## src/rtl/mips_pkg.sv

```systemverilog
// Shared MIPS encodings and ALU control types used by the EX-stage ALU and its decoder.
package mips_pkg;

    localparam logic [5:0] INST_RTYPE = 6'h00;
    localparam logic [5:0] INST_J     = 6'h02;
    localparam logic [5:0] INST_BEQ   = 6'h04;
    localparam logic [5:0] INST_BNE   = 6'h05;
    localparam logic [5:0] INST_ADDI  = 6'h08;
    localparam logic [5:0] INST_ADDIU = 6'h09;
    localparam logic [5:0] INST_SLTI  = 6'h0A;
    localparam logic [5:0] INST_SLTIU = 6'h0B;
    localparam logic [5:0] INST_ANDI  = 6'h0C;
    localparam logic [5:0] INST_ORI   = 6'h0D;
    localparam logic [5:0] INST_XORI  = 6'h0E;
    localparam logic [5:0] INST_LUI   = 6'h0F;
    localparam logic [5:0] INST_LW    = 6'h23;
    localparam logic [5:0] INST_SW    = 6'h2B;

    localparam logic [5:0] FUNCT_SLL  = 6'h00;
    localparam logic [5:0] FUNCT_SRL  = 6'h02;
    localparam logic [5:0] FUNCT_SRA  = 6'h03;
    localparam logic [5:0] FUNCT_SLLV = 6'h04;
    localparam logic [5:0] FUNCT_SRLV = 6'h06;
    localparam logic [5:0] FUNCT_SRAV = 6'h07;
    localparam logic [5:0] FUNCT_JR   = 6'h08;
    localparam logic [5:0] FUNCT_ADD  = 6'h20;
    localparam logic [5:0] FUNCT_ADDU = 6'h21;
    localparam logic [5:0] FUNCT_SUB  = 6'h22;
    localparam logic [5:0] FUNCT_SUBU = 6'h23;
    localparam logic [5:0] FUNCT_AND  = 6'h24;
    localparam logic [5:0] FUNCT_OR   = 6'h25;
    localparam logic [5:0] FUNCT_XOR  = 6'h26;
    localparam logic [5:0] FUNCT_NOR  = 6'h27;
    localparam logic [5:0] FUNCT_SLT  = 6'h2A;
    localparam logic [5:0] FUNCT_SLTU = 6'h2B;

    typedef enum logic [3:0] {
        OP_ZERO, OP_ADD, OP_SUB, OP_AND, OP_OR, OP_XOR, OP_NOR,
        OP_SLT, OP_SLTU, OP_SLL, OP_SRL, OP_SRA, OP_LUI
    } alu_op_e;

    typedef enum logic [1:0] {
        SRCB_RT, SRCB_SE_IMM, SRCB_ZE_IMM
    } srcb_sel_e;

    typedef enum logic {
        SHAMT_FIELD, SHAMT_RS
    } shamt_sel_e;

    typedef struct packed {
        alu_op_e    op;
        srcb_sel_e  srcb;
        shamt_sel_e shsel;
    } alu_ctrl_t;

    localparam alu_ctrl_t ALU_CTRL_ZERO = '{op: OP_ZERO, srcb: SRCB_RT, shsel: SHAMT_FIELD};

endpackage

```

## src/rtl/mips_alu_decode.sv

```systemverilog
// Combinational opcode/funct decode into ALU operation, operand-B source and shift-amount source.
module mips_alu_decode
    import mips_pkg::*;
(
    input  logic [5:0] i_opcode,
    input  logic [5:0] i_funct,
    output alu_ctrl_t  o_ctrl
);

    always_comb begin
        o_ctrl = ALU_CTRL_ZERO;
        if (i_opcode == INST_RTYPE) begin
            case (i_funct)
                FUNCT_SLL:  o_ctrl.op = OP_SLL;
                FUNCT_SRL:  o_ctrl.op = OP_SRL;
                FUNCT_SRA:  o_ctrl.op = OP_SRA;
                FUNCT_SLLV: begin o_ctrl.op = OP_SLL; o_ctrl.shsel = SHAMT_RS; end
                FUNCT_SRLV: begin o_ctrl.op = OP_SRL; o_ctrl.shsel = SHAMT_RS; end
                FUNCT_SRAV: begin o_ctrl.op = OP_SRA; o_ctrl.shsel = SHAMT_RS; end
                FUNCT_ADD, FUNCT_ADDU: o_ctrl.op = OP_ADD;
                FUNCT_SUB, FUNCT_SUBU: o_ctrl.op = OP_SUB;
                FUNCT_AND:  o_ctrl.op = OP_AND;
                FUNCT_OR:   o_ctrl.op = OP_OR;
                FUNCT_XOR:  o_ctrl.op = OP_XOR;
                FUNCT_NOR:  o_ctrl.op = OP_NOR;
                FUNCT_SLT:  o_ctrl.op = OP_SLT;
                FUNCT_SLTU: o_ctrl.op = OP_SLTU;
                default:    o_ctrl.op = OP_ZERO;
            endcase
        end else begin
            case (i_opcode)
                INST_ADDI, INST_ADDIU, INST_LW, INST_SW: begin
                    o_ctrl.op = OP_ADD;  o_ctrl.srcb = SRCB_SE_IMM;
                end
                INST_SLTI:  begin o_ctrl.op = OP_SLT;  o_ctrl.srcb = SRCB_SE_IMM; end
                INST_SLTIU: begin o_ctrl.op = OP_SLTU; o_ctrl.srcb = SRCB_SE_IMM; end
                INST_ANDI:  begin o_ctrl.op = OP_AND;  o_ctrl.srcb = SRCB_ZE_IMM; end
                INST_ORI:   begin o_ctrl.op = OP_OR;   o_ctrl.srcb = SRCB_ZE_IMM; end
                INST_XORI:  begin o_ctrl.op = OP_XOR;  o_ctrl.srcb = SRCB_ZE_IMM; end
                INST_LUI:   o_ctrl.op = OP_LUI;
                default:    o_ctrl.op = OP_ZERO;
            endcase
        end
    end

endmodule

```

## src/rtl/mips_alu_pipelined.sv

```systemverilog
// EX-stage integer ALU: decode is registered from the ID-stage fields so EX only carries the datapath.
module mips_alu_pipelined
    import mips_pkg::*;
#(
    parameter int XLEN = 32
) (
    input  logic            clk,
    input  logic            rst_n,
    input  logic [5:0]      opcode_fwd,
    input  logic [5:0]      funct_fwd,
    input  logic [5:0]      opcode,
    input  logic [5:0]      funct,
    input  logic [XLEN-1:0] rrs,
    input  logic [XLEN-1:0] rrt_in,
    input  logic [15:0]     imm,
    input  logic [4:0]      shamt_in,
    output logic [XLEN-1:0] rslt
);

    alu_ctrl_t       w_ctrl_next;
    alu_ctrl_t       r_opsel;
    logic [XLEN-1:0] w_srcb;
    logic [4:0]      w_shamt;
    logic [XLEN-1:0] w_result;

    mips_alu_decode u_decode (
        .i_opcode (opcode_fwd),
        .i_funct  (funct_fwd),
        .o_ctrl   (w_ctrl_next)
    );

    always_ff @(posedge clk or negedge rst_n) begin
        if (!rst_n) begin
            r_opsel <= ALU_CTRL_ZERO;
            rslt    <= '0;
        end else begin
            r_opsel <= w_ctrl_next;
            rslt    <= w_result;
        end
    end

    always_comb begin
        case (r_opsel.srcb)
            SRCB_SE_IMM: w_srcb = {{(XLEN-16){imm[15]}}, imm};
            SRCB_ZE_IMM: w_srcb = {{(XLEN-16){1'b0}}, imm};
            default:     w_srcb = rrt_in;
        endcase
        w_shamt = (r_opsel.shsel == SHAMT_RS) ? rrs[4:0] : shamt_in;
    end

    always_comb begin
        w_result = '0;
        case (r_opsel.op)
            OP_ADD:  w_result = rrs + w_srcb;
            OP_SUB:  w_result = rrs - w_srcb;
            OP_AND:  w_result = rrs & w_srcb;
            OP_OR:   w_result = rrs | w_srcb;
            OP_XOR:  w_result = rrs ^ w_srcb;
            OP_NOR:  w_result = ~(rrs | w_srcb);
            OP_SLT:  w_result = {{(XLEN-1){1'b0}}, ($signed(rrs) < $signed(w_srcb))};
            OP_SLTU: w_result = {{(XLEN-1){1'b0}}, (rrs < w_srcb)};
            OP_SLL:  w_result = rrt_in << w_shamt;
            OP_SRL:  w_result = rrt_in >> w_shamt;
            OP_SRA:  w_result = $signed(rrt_in) >>> w_shamt;
            OP_LUI:  w_result = {imm, {(XLEN-16){1'b0}}};
            default: w_result = '0;
        endcase
    end

    // EX fields must be last cycle's ID fields; opsel alone drives the datapath.
    a_fwd_consistent: assert property (@(posedge clk) disable iff (!rst_n)
        {opcode, funct} == $past({opcode_fwd, funct_fwd}))
        else $error("opcode/funct in EX differ from previous opcode_fwd/funct_fwd");

endmodule

```

## config.mk

```make
export PLATFORM = sky130hd
export DESIGN_NAME = mips_alu_pipelined
export DESIGN_NICKNAME = d
export VERILOG_FILES = /design/src/rtl/mips_pkg.sv /design/src/rtl/mips_alu_decode.sv /design/src/rtl/mips_alu_pipelined.sv
export SDC_FILE = /design/constraint.sdc
export NUM_CORES = 1
export LEC_CHECK = 0
export CORE_UTILIZATION = 50
export CTS_BUF_LIST = sky130_fd_sc_hd__clkbuf_8
export DETAILED_ROUTE_END_ITERATION = 16
export PLACE_DENSITY = 0.73
export SLEW_MARGIN = 20
export SYNTH_ARGS = -nofsm -noshare
export SYNTH_HDL_FRONTEND = slang
export SYNTH_HIERARCHICAL = 1
export SYNTH_SLANG_ARGS = --single-unit
```

## constraint.sdc

```tcl
create_clock -name clk -period 10.95 [get_ports clk]
set_clock_uncertainty 0.15 [all_clocks]
set_input_delay 2.19 -clock clk [delete_from_list [all_inputs] [get_ports clk]]
set_output_delay 2.19 -clock clk [all_outputs]
set_load 0.01 [all_outputs]
```

# Word level (Yosys, flattened, before mapping)

Cells that the tools add are included.

Add/subtract/negate cells: 2
$lt $le $gt $ge: 2
Equality and inequality tests: 39
Shift operators: 3
Multiplexer cells: 10
Bitwise operators: 4
Reductions and logical operators: 11

Operator list:

| cell                                           | count |
|---|---|
| case mux 32 bit (12 select lines)              | 1 |
| == test 6 bit (second input constant)          | 12 |
| < comparator 32 bit                            | 2 |
| case mux 32 bit (2 select lines)               | 1 |
| == test 6 x 4 -> 1 bit (second input constant) | 8 |
| case mux 4 bit (11 select lines)               | 1 |
| adder 32 bit                                   | 1 |
| AND 32 bit                                     | 1 |
| NOT 32 bit                                     | 1 |
| OR 32 bit                                      | 1 |
| left shift 32 x 5 -> 32 bit                    | 1 |
| right shift 32 x 5 -> 32 bit                   | 1 |
| >>> shifter 32 x 5 -> 32 bit                   | 1 |
| subtractor 32 bit                              | 1 |
| bitwise XOR 32 bit                             | 1 |
| case mux 4 bit (7 select lines)                | 1 |
| == test 4 bit (second input constant)          | 5 |
| == test 6 x 3 -> 1 bit (second input constant) | 3 |
| == test 4 x 3 -> 1 bit (second input constant) | 4 |
| == test 6 x 2 -> 1 bit (second input constant) | 2 |
| logical NOT 6 bit                              | 2 |
| OR reduction 2 bit                             | 5 |
| == test 4 x 2 -> 1 bit (second input constant) | 2 |
| OR reduction 3 bit                             | 2 |
| other kinds (10)                               | 11 |

Register bits after elaboration: 39
Input port bits: 111
Output and inout port bits: 32
Logic and storage cells: 75

# Longest topological paths before layout

Word-level depth: 5
Gate-level depth with buffers: 18
Mapped depth without buffers: 17

# Modules after synthesis

The synthesis kept the hierarchy.

By module, submodules not included:

| module             | times used | cells an instance | area each (um^2) |
|---|---|---|---|
| mips_alu_pipelined | 1          | 1480              | 10771.6 |
| mips_alu_decode    | 1          | 40                | 250.2 |

# Worst setup path before layout

OpenSTA, ideal clock, no wires.

Path type: input port to flip-flop
From: input imm[15]
To: register rslt[27]
Data arrival time: 4.943 ns
Setup slack: 5.731 ns
Stages: 16
Buffers on the path: 2
Cell sequence: nand2_1 -> nand2_1 -> clkbuf_1 -> o21a_1 -> inv_1 -> ha_1 -> clkbuf_1 -> a21o_1 -> o21bai_1 -> nor2_1 -> o31ai_1 -> or3b_1 -> o21ai_1 -> nor2_1 -> a211o_1 -> a221o_1

Cells in the longest elaborated chain, start to end: 4
Elaborated cells on any way between the ends: 8
Classes of those cells: add/sub (2); mux (2); bitwise (4)

Ends and longest elaborated chain:

| element                                                                   | RTL line                 | source |
|---|---|---|
| start: declaration                                                        | mips_alu_pipelined.sv:15 | `input logic [15:0] imm,` |
| case mux 32 bit (2 select lines) *                                        | mips_alu_pipelined.sv:43 | `case (r_opsel.srcb)` |
| parallel branches: the longest is 2 deep, another holds subtractor 32 bit | --                       |  |
| case mux 32 bit (12 select lines) *                                       | mips_alu_pipelined.sv:53 | `case (r_opsel.op)` |
| named net w_result[27]                                                    | mips_alu_pipelined.sv:24 | `logic [XLEN-1:0] w_result;` |
| end signal: assignment                                                    | mips_alu_pipelined.sv:38 | `rslt <= w_result;` |
| end: declaration                                                          | mips_alu_pipelined.sv:17 | `output logic [XLEN-1:0] rslt` |

Mark *: on every way through the listed nets, which the timed path passes.

# Worst setup path in the final report

From: input rrt_in[5]
To: register rslt[0]

Cells in the longest elaborated chain, start to end: 3
Elaborated cells on any way between the ends: 7
Classes of those cells: order compare (2); shift (3); mux (2)

Ends and longest elaborated chain:

| element                                       | RTL line                                           | source |
|---|---|---|
| start: declaration                            | mips_alu_pipelined.sv:14                           | `input logic [XLEN-1:0] rrt_in,` |
| case mux 32 bit (2 select lines)              | mips_alu_pipelined.sv:43                           |  |
| < comparator 32 bit, on equally long branches | mips_alu_pipelined.sv:61, mips_alu_pipelined.sv:60 |  |
| case mux 32 bit (12 select lines) *           | mips_alu_pipelined.sv:53                           |  |
| named net w_result[0]                         | mips_alu_pipelined.sv:24                           |  |

The timed path passes the listed nets; every way through them passes the cells marked *.

==> flow_metrics.env <==
export IMPL_status="finished, final reports clean"
export IMPL_most_common_layout_cells="nand2_1 (144), nor2_1 (136), clkdlybuf4s50_1 (129)"
export IMPL_grt_pass1_wl_um=70500
export IMPL_slew_headroom_pct=29.3
export IMPL_finalMaxSlewViolations=0
export IMPL_cts_tree="built"
export IMPL_placed_cell_area_mm2=0.0123
export IMPL_synth_avg_cell_area_um2=7.25
export IMPL_first_pass_iters=6
export IMPL_power_density_mw_per_mm2=74.5
export IMPL_via_per_inst=6.96
export IMPL_finalWirelength_um=47000
export IMPL_syn2layout_area_growth_pct=12.7
export IMPL_vias=12816
export IMPL_final_common_cell="nand2_1"
export IMPL_start_util_pct=51.8
export IMPL_post_route_period_util_pct=57.4
export IMPL_drive_gt1_share_pct=6.96
export IMPL_startpoint_type="primary input"
export IMPL_synthFlopType="dfrtp_1"
export IMPL_num_rows=53
export IMPL_tns_ns=0
export IMPL_overflow=0
export IMPL_syn_cell_area_mm2=0.0110
export IMPL_grt_pass1_vias=11614
export IMPL_dp_hpwl_um=35900
export IMPL_final_antenna_net_count=0
export IMPL_gp_congestion=1.03
export IMPL_antenna_cells=0
export IMPL_nNetsFinal=1777
export IMPL_postCtsSetupBuffers=0
export IMPL_cp_end_kind="flop"
export IMPL_ir_drop_mv=0.0422
export IMPL_ys_seq_area_share_pct=8.85
export IMPL_cts_path_max_buffers=2
export IMPL_h_tree_depth=2
export IMPL_fp_dieW_um=150
export IMPL_cap_violations=0
export IMPL_path_max_fanout=11
export IMPL_numPortBuffers=130
export IMPL_wl_per_cell_um=25.5
export IMPL_cts_inserted_buffers=5
export IMPL_worstMarginPinSlew_ns=1.06
export IMPL_arrival_ns=6.39
export IMPL_hp_class="flop to flop"
export IMPL_ctsHoldBuffers=0
export IMPL_synth_nets=1732
export IMPL_clock_sinks=39
export IMPL_yosys_warnings=6
export IMPL_async_flop_share_pct=100
export IMPL_ios=143
export IMPL_setup_viol_count_final=0
export IMPL_cts_resized=0
export IMPL_rsz0062_at_grt="false"
export IMPL_p_total_uw=926
export IMPL_grt_start_max_net_pins=58
export IMPL_postSynthCellCount=1520
export IMPL_hold_viol=0
export IMPL_grt_total_usage_pct=41.6
export IMPL_required_ns=11.06
export IMPL_dieArea_mm2=0.0226
export IMPL_reg2reg_slack_ns=5.91
export IMPL_clk_pin_slew_ns=0.09
export IMPL_min_period_ns=6.28
export IMPL_antenna_found_initial=0
export IMPL_worstSetupPathType="primary input to flop"
export IMPL_drtIter0Drc=1716
export IMPL_synth_edff_count=0
export IMPL_clk_latency_ns=0.32
export IMPL_die_y_um=150
export IMPL_root_buffer="clkbuf_8"
export IMPL_fmax_mhz=159
export IMPL_synth_cell_types=94
export IMPL_core_area_mm2=0.0213
export IMPL_drc=0
export IMPL_fin_area_mm2=0.0124
export IMPL_yosys_register_bits=39
export IMPL_p_leak_uw=0.00527
[per-layer routing]
| metal | global-route usage, % | part of all wire [%] | up-vias |
|---|---|---|---|
| li1 | - | - | 5755 |
| met3 | 9.36 | 12 | 145 |
| met5 | 0 | 0 | - |
| met4 | 22.6 | 6.0 | 0 |
| met2 | 60.8 | 42 | 868 |
| met1 | 56.3 | 40 | 6048 |
[metrics by stage]
stage          setup WS, ns  cells  util, %  hold WS, ns
2_1_floorplan          5.73   1520        -        0.587
6_report               4.67   1841     58.4        0.948
5_1_grt                4.58   1841     58.4         1.03
3_5_place_dp           4.52   1832     57.8        0.907
4_1_cts                4.85   1840     58.3        0.923
3_3_place_gp           4.49   1832     57.8        0.907
[worst max-delay path: stages]
cell             delay, ns
clkdlybuf4s50_1       0.68
a22o_1                0.23
inv_1                 0.06
ha_1                  0.54
inv_1                 0.12
a221oi_1              0.41
a211oi_1              0.16
a211o_1               0.41
a211oi_2              0.53
o21ai_1               0.22
a211oi_1              0.44
o21ai_0               0.25
nand3_1               0.14
[flip-flops by register name, summed over array words and instances, names as in the netlist]
| signal | count |
|---|---|
| r_opsel | 7 |
| rslt | 32 |
[Yosys cell counts (all sizes together) (11+ instances only)]
cell,number,area [um2]
nand2,146,553
nor2,139,527
a21oi,130,658
o21ai,123,619
mux2i,115,1200
inv,105,394
ha,99,1240
clkbuf,68,260
buf,43,285
dfrtp,39,976
nor3,38,190
nand3,35,175
o211ai,32,245
a211oi,26,218
a221oi,26,246
mux4,22,495
o21bai,21,161
a22o,20,175
nor2b,20,133
nand2b,19,119
a21o,15,113
mux2,15,176
o21a,15,113
o22ai,15,93.8
a31oi,13,81.3
o32ai,11,96.3
[cell type report]
cell class	count	area, um2
multi-input combinational	1265	9160
fill	2070	8860
timing repair buffer	149	1450
sequential	39	976
inverter	105	394
tap	275	344
clock buffer	7	96.3
clock inverter	1	3.75
[report_power, final]
part           leakage, uW  total, uW  switching, uW  internal (uW)
logic              0.00471        635            385            250
registers         0.000511        170           8.68            162
clock network    0.0000557        121           63.7           56.8
total              0.00527        926            457            468
[final timing paths]
check                                           from                    to  cells after the start
worst max-delay path                       rrt_in[5]     rslt[0]$_DFF_PN0_                     13
worst min-delay path            r_opsel[4]$_DFF_PN0_     rslt[0]$_DFF_PN0_                      3
worst max register to register  r_opsel[1]$_DFF_PN0_     rslt[0]$_DFF_PN0_                     17
worst min register to register  r_opsel[4]$_DFF_PN0_     rslt[0]$_DFF_PN0_                      3
max in group asynchronous                      rst_n  r_opsel[6]$_DFF_PN0_                      2
min in group asynchronous                      rst_n     rslt[6]$_DFF_PN0_                      1
[logic make-up after synthesis]
logic type / share of synthesized area (%)
AO/OA/AOI/OAI: 34.5
adder cells (fa/ha/maj): 11.6
XOR/XNOR: 0.715
multiplexers: 17.0
buffers and inverters: 8.53
AND/OR/NAND/NOR: 18.7
flip-flops: 8.85
Note: power is estimated with default switching activity, not from simulation.
